$ cat config.mk
export PLATFORM = sky130hd
export DESIGN_NAME = systolic_skew_feeder
export DESIGN_NICKNAME = d
export VERILOG_FILES = /design/src/rtl/systolic_pkg.sv /design/src/rtl/systolic_skew_feeder_skew_select.sv /design/src/rtl/systolic_skew_feeder.sv
export SDC_FILE = /design/constraint.sdc
export NUM_CORES = 1
export LEC_CHECK = 0
export ABC_AREA = 1
export BUFFER_PORTS_ARGS = -buffer_cell sky130_fd_sc_hd__clkbuf_2
export CORE_ASPECT_RATIO = 1.75
export CORE_MARGIN = 2
export CORE_UTILIZATION = 45
export DETAILED_ROUTE_END_ITERATION = 12
export PLACE_DENSITY = 0.73
export SLEW_MARGIN = 20
export SYNTH_ARGS = -nofsm -noshare
export SYNTH_HDL_FRONTEND = slang
export SYNTH_SLANG_ARGS = --single-unit
$ cat constraint.sdc
create_clock -name clk -period 10.76 [get_ports clk]
set_clock_uncertainty 0.1 [all_clocks]
set_input_delay 1.614 -clock clk [delete_from_list [all_inputs] [get_ports clk]]
set_output_delay 1.614 -clock clk [all_outputs]
set_load 0.01 [all_outputs]
$ cat src/rtl/systolic_pkg.sv
// Shared defaults and controller state type for the systolic skew feeder.
package systolic_pkg;

    localparam int unsigned DW_DEF = 16;
    localparam int unsigned N_DEF  = 4;

    typedef enum logic [2:0] {
        ST_IDLE,
        ST_CLEAR,
        ST_STREAM,
        ST_DRAIN,
        ST_DONE
    } state_e;

    // Width of a counter indexing n items, never narrower than one bit.
    function automatic int unsigned cnt_w(input int unsigned n);
        return (n > 1) ? $clog2(n) : 1;
    endfunction

endpackage

$ cat src/rtl/systolic_skew_feeder_skew_select.sv
// One edge lane of the skew network: returns buffered element (phase - LANE)
// of its row while streaming, zero outside the diagonal window.
module skew_select
    import systolic_pkg::*;
#(
    parameter int unsigned DW   = DW_DEF,
    parameter int unsigned N    = N_DEF,
    parameter int unsigned LANE = 0,
    parameter int unsigned PW   = 5
) (
    input  logic            en_i,
    input  logic [PW-1:0]   phase_i,
    input  logic [N*DW-1:0] row_i,
    output logic [DW-1:0]   lane_o
);

    always_comb begin
        lane_o = '0;
        if (en_i) begin
            for (int unsigned k = 0; k < N; k++) begin
                if (phase_i == PW'(LANE + k)) begin
                    lane_o = row_i[k*DW +: DW];
                end
            end
        end
    end

endmodule

$ cat src/rtl/systolic_skew_feeder.sv
// Loads N beats of A columns / B rows, then feeds them diagonally skewed into
// a systolic array edge with clear, stream, drain and done sequencing.
module systolic_skew_feeder
    import systolic_pkg::*;
#(
    parameter int unsigned DW           = DW_DEF,
    parameter int unsigned N            = N_DEF,
    parameter int unsigned DRAIN_CYCLES = N
) (
    input  logic            clk,
    input  logic            rst,
    input  logic            in_valid,
    output logic            in_ready,
    input  logic [N*DW-1:0] a_col_in,
    input  logic [N*DW-1:0] b_row_in,
    output logic [N*DW-1:0] a_west,
    output logic [N*DW-1:0] b_north,
    output logic            arr_en,
    output logic            arr_clr,
    output logic            busy,
    output logic            done
);

    localparam int unsigned PW = $clog2(2*N - 1 + DRAIN_CYCLES) + 1;
    localparam int unsigned BW = cnt_w(N);

    state_e          state_q, state_d;
    logic [BW-1:0]   beat_cnt_q, beat_cnt_d;
    logic [PW-1:0]   phase_q, phase_d;
    logic            accept;

    // a_row_q[i] holds row i of A; b_col_q[j] holds column j of B.
    logic [N*DW-1:0] a_row_q [N];
    logic [N*DW-1:0] b_col_q [N];

    logic [N*DW-1:0] a_west_q, a_west_d;
    logic [N*DW-1:0] b_north_q, b_north_d;
    logic            arr_en_q, arr_en_d;
    logic            arr_clr_q, arr_clr_d;
    logic            busy_q, busy_d;
    logic            done_q, done_d;
    logic            stream_d;

    assign in_ready = rst & (state_q == ST_IDLE);
    assign accept   = in_ready & in_valid;

    always_comb begin
        state_d    = state_q;
        beat_cnt_d = beat_cnt_q;
        case (state_q)
            ST_IDLE: begin
                if (accept) begin
                    if (beat_cnt_q == BW'(N - 1)) begin
                        beat_cnt_d = '0;
                        state_d    = ST_CLEAR;
                    end else begin
                        beat_cnt_d = beat_cnt_q + 1'b1;
                    end
                end
            end
            ST_CLEAR:  state_d = ST_STREAM;
            ST_STREAM: begin
                if (phase_q == PW'(2*N - 2)) begin
                    state_d = (DRAIN_CYCLES == 0) ? ST_DONE : ST_DRAIN;
                end
            end
            ST_DRAIN: begin
                if (phase_q == PW'(DRAIN_CYCLES - 1)) begin
                    state_d = ST_DONE;
                end
            end
            ST_DONE:  state_d = ST_IDLE;
            default:  state_d = ST_IDLE;
        endcase
    end

    // Outputs are registered from the next state so they line up with state_q.
    always_comb begin
        phase_d = '0;
        if ((state_d == state_q) && ((state_q == ST_STREAM) || (state_q == ST_DRAIN))) begin
            phase_d = phase_q + 1'b1;
        end
        stream_d  = (state_d == ST_STREAM);
        arr_en_d  = (state_d == ST_STREAM) || (state_d == ST_DRAIN);
        arr_clr_d = (state_d == ST_CLEAR);
        busy_d    = (state_d != ST_IDLE);
        done_d    = (state_d == ST_DONE);
    end

    for (genvar g = 0; g < N; g++) begin : g_lane
        skew_select #(
            .DW   (DW),
            .N    (N),
            .LANE (g),
            .PW   (PW)
        ) u_skew_a (
            .en_i    (stream_d),
            .phase_i (phase_d),
            .row_i   (a_row_q[g]),
            .lane_o  (a_west_d[g*DW +: DW])
        );

        skew_select #(
            .DW   (DW),
            .N    (N),
            .LANE (g),
            .PW   (PW)
        ) u_skew_b (
            .en_i    (stream_d),
            .phase_i (phase_d),
            .row_i   (b_col_q[g]),
            .lane_o  (b_north_d[g*DW +: DW])
        );
    end

    always_ff @(posedge clk or negedge rst) begin
        if (!rst) begin
            state_q    <= ST_IDLE;
            beat_cnt_q <= '0;
            phase_q    <= '0;
            a_west_q   <= '0;
            b_north_q  <= '0;
            arr_en_q   <= 1'b0;
            arr_clr_q  <= 1'b0;
            busy_q     <= 1'b0;
            done_q     <= 1'b0;
        end else begin
            state_q    <= state_d;
            beat_cnt_q <= beat_cnt_d;
            phase_q    <= phase_d;
            a_west_q   <= a_west_d;
            b_north_q  <= b_north_d;
            arr_en_q   <= arr_en_d;
            arr_clr_q  <= arr_clr_d;
            busy_q     <= busy_d;
            done_q     <= done_d;
        end
    end

    // Operand buffers carry no reset; they are always rewritten before use.
    always_ff @(posedge clk) begin
        if (accept) begin
            for (int unsigned i = 0; i < N; i++) begin
                a_row_q[i][beat_cnt_q*DW +: DW] <= a_col_in[i*DW +: DW];
                b_col_q[i][beat_cnt_q*DW +: DW] <= b_row_in[i*DW +: DW];
            end
        end
    end

    assign a_west  = a_west_q;
    assign b_north = b_north_q;
    assign arr_en  = arr_en_q;
    assign arr_clr = arr_clr_q;
    assign busy    = busy_q;
    assign done    = done_q;

endmodule
# After elaboration in Yosys (flattened, before gate mapping)
# Memories as Yosys holds them, arrays and structs flattened.
# Cells that the tools add are included.
# classes
add_sub_neg,3
n_eq_ne,17
shift,9
mux,49
n_bitwise,2
n_reduce_logical,7
# op_table
operator,count
$mux W16,40
$shiftx A16 B34 Y64,8
$mux W64,1
$shift A16 B34 Y64 const A,1
$neg A6 Y34,1
$eq A5 B3 Y1 const B,4
$eq A5 B2 Y1 const B,3
$eq A3 B2 Y1 const B,4
$mux W3,4
$pmux W3 S4,1
$eq A3 B1 Y1 const B,2
$add A5 B1 Y5 const B,1
$eq A5 B1 Y1 const B,1
$logic_not A5 Y1,1
$mux W5,1
$eq A3 B3 Y1,1
$eq A3 B3 Y1 const B,1
$logic_not A3 Y1,1
$reduce_bool A3 Y1,1
$add A2 B1 Y2 const B,1
$and A1 B1 Y1,2
$eq A2 B2 Y1 const B,1
$logic_or A1 B1 Y1,2
$mux W2,1
other kinds (3),3
# totals
reg_bits,142
ram_bits,512
input_bits,131
wordCells,98
memories,2
# mem_list
name,depth,width,read_ports,rd_clocked_by_memory_dff,wr,line,text
a_row_q,4,64,4,0,4,systolic_skew_feeder.sv:33,logic [N*DW-1:0] a_row_q [N];
b_col_q,4,64,4,0,4,systolic_skew_feeder.sv:34,logic [N*DW-1:0] b_col_q [N];

# Logic depth before layout (Yosys ltp)
# Gate-level depths: netlist of run 1.
# logic_depth
ltp_word,14
mapped_depth,17
depth_no_buf,15

# Hierarchy
# From an unflattened synthesis of run 1, not the netlist that was laid out.
# hier_totals
cells_unflattened,2730
hier_area_um2,28966.5
# modules_own_cells
module,n_inst,cells_per_inst,area_each_um2
systolic_skew_feeder,1,1474,22425.3
skew_select (g_lane[2].u_skew_a ...),2,155,845.8
skew_select (g_lane[1].u_skew_a ...),2,168,828.3
skew_select (g_lane[0].u_skew_a ...),2,152,803.3
skew_select (g_lane[3].u_skew_a ...),2,153,793.3

# Worst setup path after synthesis of run 1
# Ideal clock, no wire load.
# synth_path
path_kind,in2reg
from,in rst
to,"mem a_row_q[0][0] (netlist name), enable pin"
setup_ns,0.617
t_arrival_ns,7.703
required_time_ns,10.043
path_slack_ns,2.339
cell_stages,4
cell_sequence,inv_1 -> nor4_1 -> nand2_1 -> nor2_1
# synth_lines
item,line,text
start: declaration,systolic_skew_feeder.sv:11,"input logic rst,"
end: declaration,systolic_skew_feeder.sv:33,

# Worst setup path in the final report of run 1
# layout_path
from,in rst
to,"reg b_north_q[39], in the netlist b_north[39]"
# layout_via
elab_chain_cells,13
word_cells_on_any_way,17
classes_between,eq/ne: 6; mux: 8; bitwise: 2; reduce/logical: 1
# layout_lines
item,line,text
$and A1 B1 Y1 *,systolic_skew_feeder.sv:44,assign in_ready = rst & (state_q == ST_IDLE);
$and A1 B1 Y1 *,systolic_skew_feeder.sv:45,assign accept = in_ready & in_valid;
$mux W3 *,systolic_skew_feeder.sv:52,if (accept) begin
$pmux W3 S4 *,systolic_skew_feeder.sv:50,case (state_q)
$eq A3 B3 Y1,systolic_skew_feeder.sv:80,if ((state_d == state_q) && ((state_q == ST_STREAM) || (state_q == ST_DRAIN))) begin
$logic_and A1 B1 Y1,systolic_skew_feeder.sv:80,
$mux W5,systolic_skew_feeder.sv:80,
$eq A5 B2 Y1,systolic_skew_feeder_skew_select.sv:21,if (phase_i == PW'(LANE + k)) begin
$mux W16 (4 in series),systolic_skew_feeder_skew_select.sv:21,
$mux W16 *,systolic_skew_feeder_skew_select.sv:19,if (en_i) begin
named net b_north_d[39],systolic_skew_feeder.sv:37,"logic [N*DW-1:0] b_north_q, b_north_d;"
end signal: assignment,systolic_skew_feeder.sv:132,b_north_q <= b_north_d;
end: declaration,systolic_skew_feeder.sv:37,
# The timed path passes the listed nets; every way through them passes the cells marked *.
# A chain may end at the register's enable or synchronous reset.

==> summary.txt, run 1 <==
Placement
  • Port Buffers: 263
  • Pre-CTS setup slack: 4960 ps
  • Final HPWL DP: 41400 um
  • RePlAce Congestion: 0.793

Drt
  • DRT iter0 DRCs: 1607
  • Antenna viol nets, final: 0
  • Routed wire length: 76100 um
  • Vias per Instance: 5.36
  • Wire per inst: 20.9 um
  • Via Count: 19600
  • Residual DRC: 0
  • Pre-antenna DRT Iters: 7

STA
  • # setup viols final: 0
  • RSZ-0062 raised after global routing: false
  • Final hold vios: 0
  • Period utilization: 0.481
  • Max-Slew Margin vs Limit: 0.258
  • Fmax: 193 MHz
  • Least-Margin Pin Slew: 1110 ps
  • Setup TNS: 0 ps
  • Post-layout minimum cycle time: 5180 ps
  • PnR worst setup slack: 5580 ps
  • Worst hold slack: 403 ps
  • Max Slew Vio Count: 0

Synthesis
  • Synth top area cells: edfxtp_1 (56%), dfrtp_1 (13%), nor2_1 (7.8%), nand2_1 (7.7%), nor3_1 (2.9%)
  • Syn Nets: 2772
  • Synthesized flop and latch total: 654
  • Post-synth top cells: nor2_1 (568), nand2_1 (563), edfxtp_1 (512)
  • Top cell type's share of synthesized area: 0.562
  • Post-synth cell types: 27
  • Area leader, netlist: edfxtp_1
  • Register area share after synthesis: 0.692
  • Synthesized area per cell: 10.4 um2
  • Warnings, synthesis: 0
  • Mapped Cells: 2635
  • Async S/R FF share, synth: 0.217
  • Post-synth EDFFs: 512
  • Predominant post-synthesis flop cell: edfxtp_1
  • Mapped Area: 0.0274 mm2
  • Most instantiated library cell after synthesis: nor2_1

Clocking
  • Clock Pin Slew Worst Setup and Hold Paths: 70 ps
  • TritonCTS buffer count: 57
  • Hold_buf cts: 0
  • CTS-repair resized insts: 0
  • CTS max path bufs: 3
  • Num Clock Sinks: 654
  • Number of H-tree levels: 2
  • Postcts setup bufs: 0
  • Clock root buffer: clkbuf_16
  • Worst-Skew Late Latency: 630 ps
  • CTS tree: done

Worst setup path
  • Critical path arrival: 5590 ps
  • Startpoint types: primary input
  • Bufs and invs on worst path: 6
  • CP max-delay cell: buf_4
  • Data required time at the worst endpoint: 11170 ps
  • Worst path top cell family by delay: buffers and inverters
  • Setup CP Type: in -> reg
  • CP max FO: 83
  • Cells along the critical path: buf_6 > inv_1 > nor2_1 > nand4_1 > nand3_2 > nand3_4 > nand3_2 > buf_4 > nor2_4 > buf_4 > inv_4 > buf_4 > or2_0 > nand2_1 > a21oi_1
  • Critical path endpoint category: register
  • CP most frequent cell: buf_4
  • CP peak stage delay: 750 ps

GRT
  • Antenna violations before repair: 2
  • Global route overflow: 0
  • Vias in the first global route: 19700
  • First-pass GRT wire length: 114000 um
  • Total GRT Usage: 0.242
  • Largest net degree at the start of global routing: 86

Floorplanning
  • Core area: 0.0602 mm2
  • Starting Density: 0.455
  • Rows: 119
  • I/O pins: 264
  • Die Y-Extent: 330 um
  • Die ar.: 0.0629 mm2
  • Die width: 190 um

Final layout
  • Layout area overhead: 14.2%
  • Layout cells sized above 1: 0.148
  • N_diodes: 0
  • Layout net count: 2948
  • Final Util: 0.519

Worst hold path
  • Hold Crit Class: reg -> reg

Power and ir drop
  • Pwr/cell area: 301 mW/mm2
  • Leakage power: 13.4 nW
  • Total power: 9.42 mW
  • Peak VDD IR: 307 uV

Status
  • Outcome: complete, no violations

Job
  • Maxcap violations: 0
[final timing paths]
check	start	end	slack (ps)	depth (start not counted)
setup reg to reg	beat_cnt_q[0]	b_col_q[3][48]	5960	8
hold reg to reg	b_col_q[3][62]	b_north[62]	400	2
setup / recovery	rst	b_north[39]	5580	15
hold / removal	b_col_q[3][62]	b_north[62]	400	2
max in group asynchronous	rst	beat_cnt_q[0]	7810	3
min in group asynchronous	rst	b_north[8]	870	1
[sequential cells by signal (all words and copies together) (netlist names)]
register,count
beat_cnt_q,2
b_north,64
b_col_q,256
state_q,3
arr_clr,1
busy,1
arr_en,1
a_west,64
phase_q,5
a_row_q,256
done,1
[cell usage in the layout, fill, tap and decap left out, drive strengths merged, types with 35 or more instances in the layout]
master    n
o21ai   131
nor2    574
nand3    41
nand4    65
dfrtp   142
o211ai   35
inv     172
nor3    156
edfxtp  512
clkbuf  340
nand2   564
[power by group]
part | total, mW | internal [mW] | switching (mW)
registers | 3.28 | 3.16 | 0.120
clock network | 2.12 | 1.18 | 0.940
logic | 4.02 | 1.02 | 3.00
total | 9.42 | 5.36 | 4.06
[cells by family (layout without fill, tap and decap cells)]
group,after synthesis,after routing,synth area share
AND/OR/NAND/NOR,1428,1428,0.216
flip-flops,654,654,0.692
buffers and inverters,346,571,0.0491
AO/OA/AOI/OAI,199,199,0.0397
adder cells (fa/ha/maj),6,6,0.00274
XOR/XNOR,2,2,0.000640
[cell type report]
class                           instances  area, um2
Fill cell                            5296      28900
Sequential cell                       654      18900
Multi-Input combinational cell       1635       7190
Clock buffer                           78       1580
Timing Repair Buffer                  296       1570
Tap cell                              786        983
Inverter                              167        637
Clock inverter                         30        355
[worst reg2reg max path: stages (launching register included)]
cell,delay (ps)
dfrtp_2,360
buf_4,720
inv_1,400
ha_4,530
inv_4,360
buf_4,800
nand2_2,660
buf_4,490
nor2_1,230
[routing by layer]
metal,vias to the layer above,track usage,part of all wire
met2,818,0.427,0.51
met4,4,0.117,0.043
li1,9083,-,-
met1,9473,0.293,0.38
met5,-,0,0.00032
met3,179,0.0306,0.070
[stage by stage]
step	std cells	area [um2]
after floorplan	2635	27400
after global placement	3538	29300
after detailed placement	3538	29300
after CTS	3646	31200
after global routing	3646	31200
final	3646	31200
Note: power is estimated with default switching activity, not from simulation.
==> inputs of run 2 (changes only) <==
--- a/config.mk
+++ b/config.mk
@@ -5,13 +5,13 @@
 export SDC_FILE = /design/constraint.sdc
 export NUM_CORES = 1
 export LEC_CHECK = 0
-export ABC_AREA = 1
+export ABC_AREA = 0
 export BUFFER_PORTS_ARGS = -buffer_cell sky130_fd_sc_hd__clkbuf_2
 export CORE_ASPECT_RATIO = 1.75
 export CORE_MARGIN = 2
 export CORE_UTILIZATION = 45
 export DETAILED_ROUTE_END_ITERATION = 12
-export PLACE_DENSITY = 0.73
+export PLACE_DENSITY = 0.76
 export SLEW_MARGIN = 20
 export SYNTH_ARGS = -nofsm -noshare
 export SYNTH_HDL_FRONTEND = slang
==> constraint.sdc (replaced) <==
create_clock -name clk -period 4.3 [get_ports clk]
set_clock_uncertainty 0.1 [all_clocks]
set_input_delay 0.645 -clock clk [delete_from_list [all_inputs] [get_ports clk]]
set_output_delay 0.645 -clock clk [all_outputs]
set_load 0.01 [all_outputs]
==> summary.txt, run 2 <==
Worst hold path
  • Hold Path Stages: 2
  • Worst Min Path Start: b_row_in[6]
  • Hold Crit Class: in -> reg
  • Hold Path Sink: b_col_q[0][54]

Power and ir drop
  • Leakage power: 12.2 nW
  • Total power: 22.2 mW
  • Pwr/cell area: 712 mW/mm2
  • Peak VDD IR: 769 uV

Placement
  • RePlAce Congestion: 0.790
  • Area of placed instances: 0.0292 mm2
  • Final HPWL DP: 39600 um
  • Port Buffers: 263

STA
  • Least-Margin Pin Slew: 1110 ps
  • Post-layout minimum cycle time: 3560 ps
  • Setup TNS: 0 ps
  • Max Slew Vio Count: 0
  • Final hold vios: 0
  • Period utilization: 0.828
  • Fmax: 281 MHz
  • Max-Slew Margin vs Limit: 0.259
  • RSZ-0062 raised after global routing: false
  • # setup viols final: 0

Floorplanning
  • Die width: 189 um
  • Die Y-Extent: 328 um
  • Rows: 118
  • Die ar.: 0.0622 mm2
  • Core area: 0.0594 mm2
  • Starting Density: 0.456
  • I/O pins: 264

Synthesis
  • Most instantiated library cell after synthesis: and2_1
  • Async S/R FF share, synth: 0.217
  • Warnings, synthesis: 0
  • Mapped Area: 0.0271 mm2
  • Synthesized area per cell: 13.7 um2
  • Top cell type's share of synthesized area: 0.568
  • Post-synth top cells: and2_1 (513), edfxtp_1 (512), dfrtp_1 (142)
  • Mapped Cells: 1980
  • Syn Nets: 2117
  • Post-synth EDFFs: 512
  • Synthesized flop and latch total: 654
  • Register area share after synthesis: 0.700
  • Area leader, netlist: edfxtp_1
  • Synth top area cells: edfxtp_1 (57%), dfrtp_1 (13%), and2_1 (12%), a21oi_1 (2.4%), o211a_1 (2.4%)
  • Predominant post-synthesis flop cell: edfxtp_1
  • Post-synth cell types: 46

GRT
  • Met2 usage: 0.423
  • Global route overflow: 0
  • Antenna violations before repair: 10
  • First-pass GRT wire length: 109000 um
  • Vias in the first global route: 18200
  • Gr busiest metal: met2
  • Total GRT Usage: 0.234
  • Met1 GRT Util: 0.272
  • M3 GR Usage: 0.0366
  • Largest net degree at the start of global routing: 129

Final layout
  • Final Cell Area: 0.0311 mm2
  • Layout area overhead: 15.0%
  • Layout net count: 2325
  • Most common cell after layout, fill and taps aside: and2_1
  • Largest registers: a_row_q: 256 flops, b_col_q: 256 flops
  • Final Util: 0.524
  • Most frequent cells in the layout: and2_1 (513), edfxtp_1 (512), clkbuf_2 (262)
  • Layout cells sized above 1: 0.200
  • Number of fillers in the final layout: 4977

Drt
  • Vias per Instance: 5.58
  • Wire per inst: 23.9 um
  • DRT iter0 DRCs: 1403
  • Via Count: 16900
  • Antenna viol nets, final: 0
  • Pre-antenna DRT Iters: 5
  • Residual DRC: 0
  • Routed wire length: 72300 um

Worst setup path
  • Critical path arrival: 4000 ps
  • R2R depth: 7
  • Worst Setup SP: phase_q[0]
  • CP max FO: 51
  • Startpoint types: register
  • FF-to-FF Start: phase_q[0]
  • Critical path endpoint category: register
  • Data required time at the worst endpoint: 4740 ps
  • R2r setup slk: 740 ps
  • Setup CP Type: reg -> reg
  • R2r endpoint: b_north[59]

Status
  • Outcome: complete, no violations

Clocking
  • CTS tree: done
  • Clock root buffer: clkbuf_16
  • Worst-Skew Late Latency: 620 ps
  • Number of H-tree levels: 2
  • CTS max path bufs: 3
  • Num Clock Sinks: 654
  • CTS-repair resized insts: 0
  • TritonCTS buffer count: 57
  • Clock Pin Slew Worst Setup and Hold Paths: 70 ps

Job
  • Maxcap violations: 0
-- run 2: changes by cell type in the layout (fill, tap and decap cells not counted), moves of 64 or more --
cell | previous run | this run
inv_1 | 158 | 4
o211a_1 | 0 | 64
nand2_1 | 559 | 71
and2_1 | 0 | 513
nor2_1 | 564 | 106
o21ai_0 | 105 | 27
nor3_1 | 156 | 4
a21oi_1 | 33 | 128
nand4_1 | 65 | 0
-- run 2: how the worst max path moves through the flow --
stage	endpoint	slack, ps	depth (start not counted)
3_3_place_gp	a_west[52]	740	7
4_1_cts	b_north[59]	660	7
3_5_place_dp	b_north[59]	670	7
5_1_grt	b_north[48]	510	7
2_1_floorplan	a_row_q[0][48]	880	3
6_report	b_north[59]	740	7
-- run 2: cell families (layout without fill, tap and decap cells) --
family,Yosys count,after routing,synth area share
simple gates,730,730,0.153
flops,654,654,0.700
compound gates,361,361,0.0929
buf+inv,159,416,0.0245
mux,64,64,0.0252
fa+ha+maj,6,6,0.00278
xor+xnor,6,6,0.00222
other cells,0,8,0
-- run 2: final cells by class --
| cell class | instances | area, um2 | share of cell area |
|---|---|---|---|
| Timing Repair Buffer | 302 | 1720 | 0.0553 |
| Multi-Input combinational cell | 1167 | 7580 | 0.244 |
| Clock inverter | 34 | 267 | 0.00857 |
| Tap cell | 780 | 976 | 0.0314 |
| Antenna cell | 8 | 20.0 | 0.000644 |
| Sequential cell | 654 | 18900 | 0.609 |
| Clock buffer | 74 | 1580 | 0.0509 |
| Inverter | 6 | 26.3 | 0.000845 |
-- run 2: worst max-delay path, cell delays in order (launching register included) --
cell and delay, ps:
dfrtp_4 660, clkinv_1 220, ha_4 730, inv_1 300, nor2_4 890, a22oi_1 160, o22ai_1 230, o211a_1 190
-- run 2: per-layer routing --
| metal | wire, um | up-vias |
|---|---|---|
| met2 | 37800 | 617 |
| met5 | 36 | - |
| li1 | - | 7532 |
| met1 | 27000 | 8570 |
| met3 | 4510 | 157 |
| met4 | 2930 | 6 |
-- run 2: power breakdown --
part,switching (mW),internal (mW)
combinational,5.66,3.06
clock,2.34,2.79
sequential,0.384,7.93
-- run 2: through the flow --
step / std cells / worst slack, ps / hold slack, ps
final: 3025 / 739 / 232
after global routing: 3024 / 515 / 232
after CTS: 3017 / 660 / 206
after detailed placement: 2908 / 669 / 381
after global placement: 2908 / 744 / 376
after floorplan: 1980 / 883 / 249
-- run 2: timing repair --
item | 4_1_cts | 5_1_grt
buffers inserted | 0 | 0
hold endpoints to repair | 24 | 0
hold buffers | 1 | 0
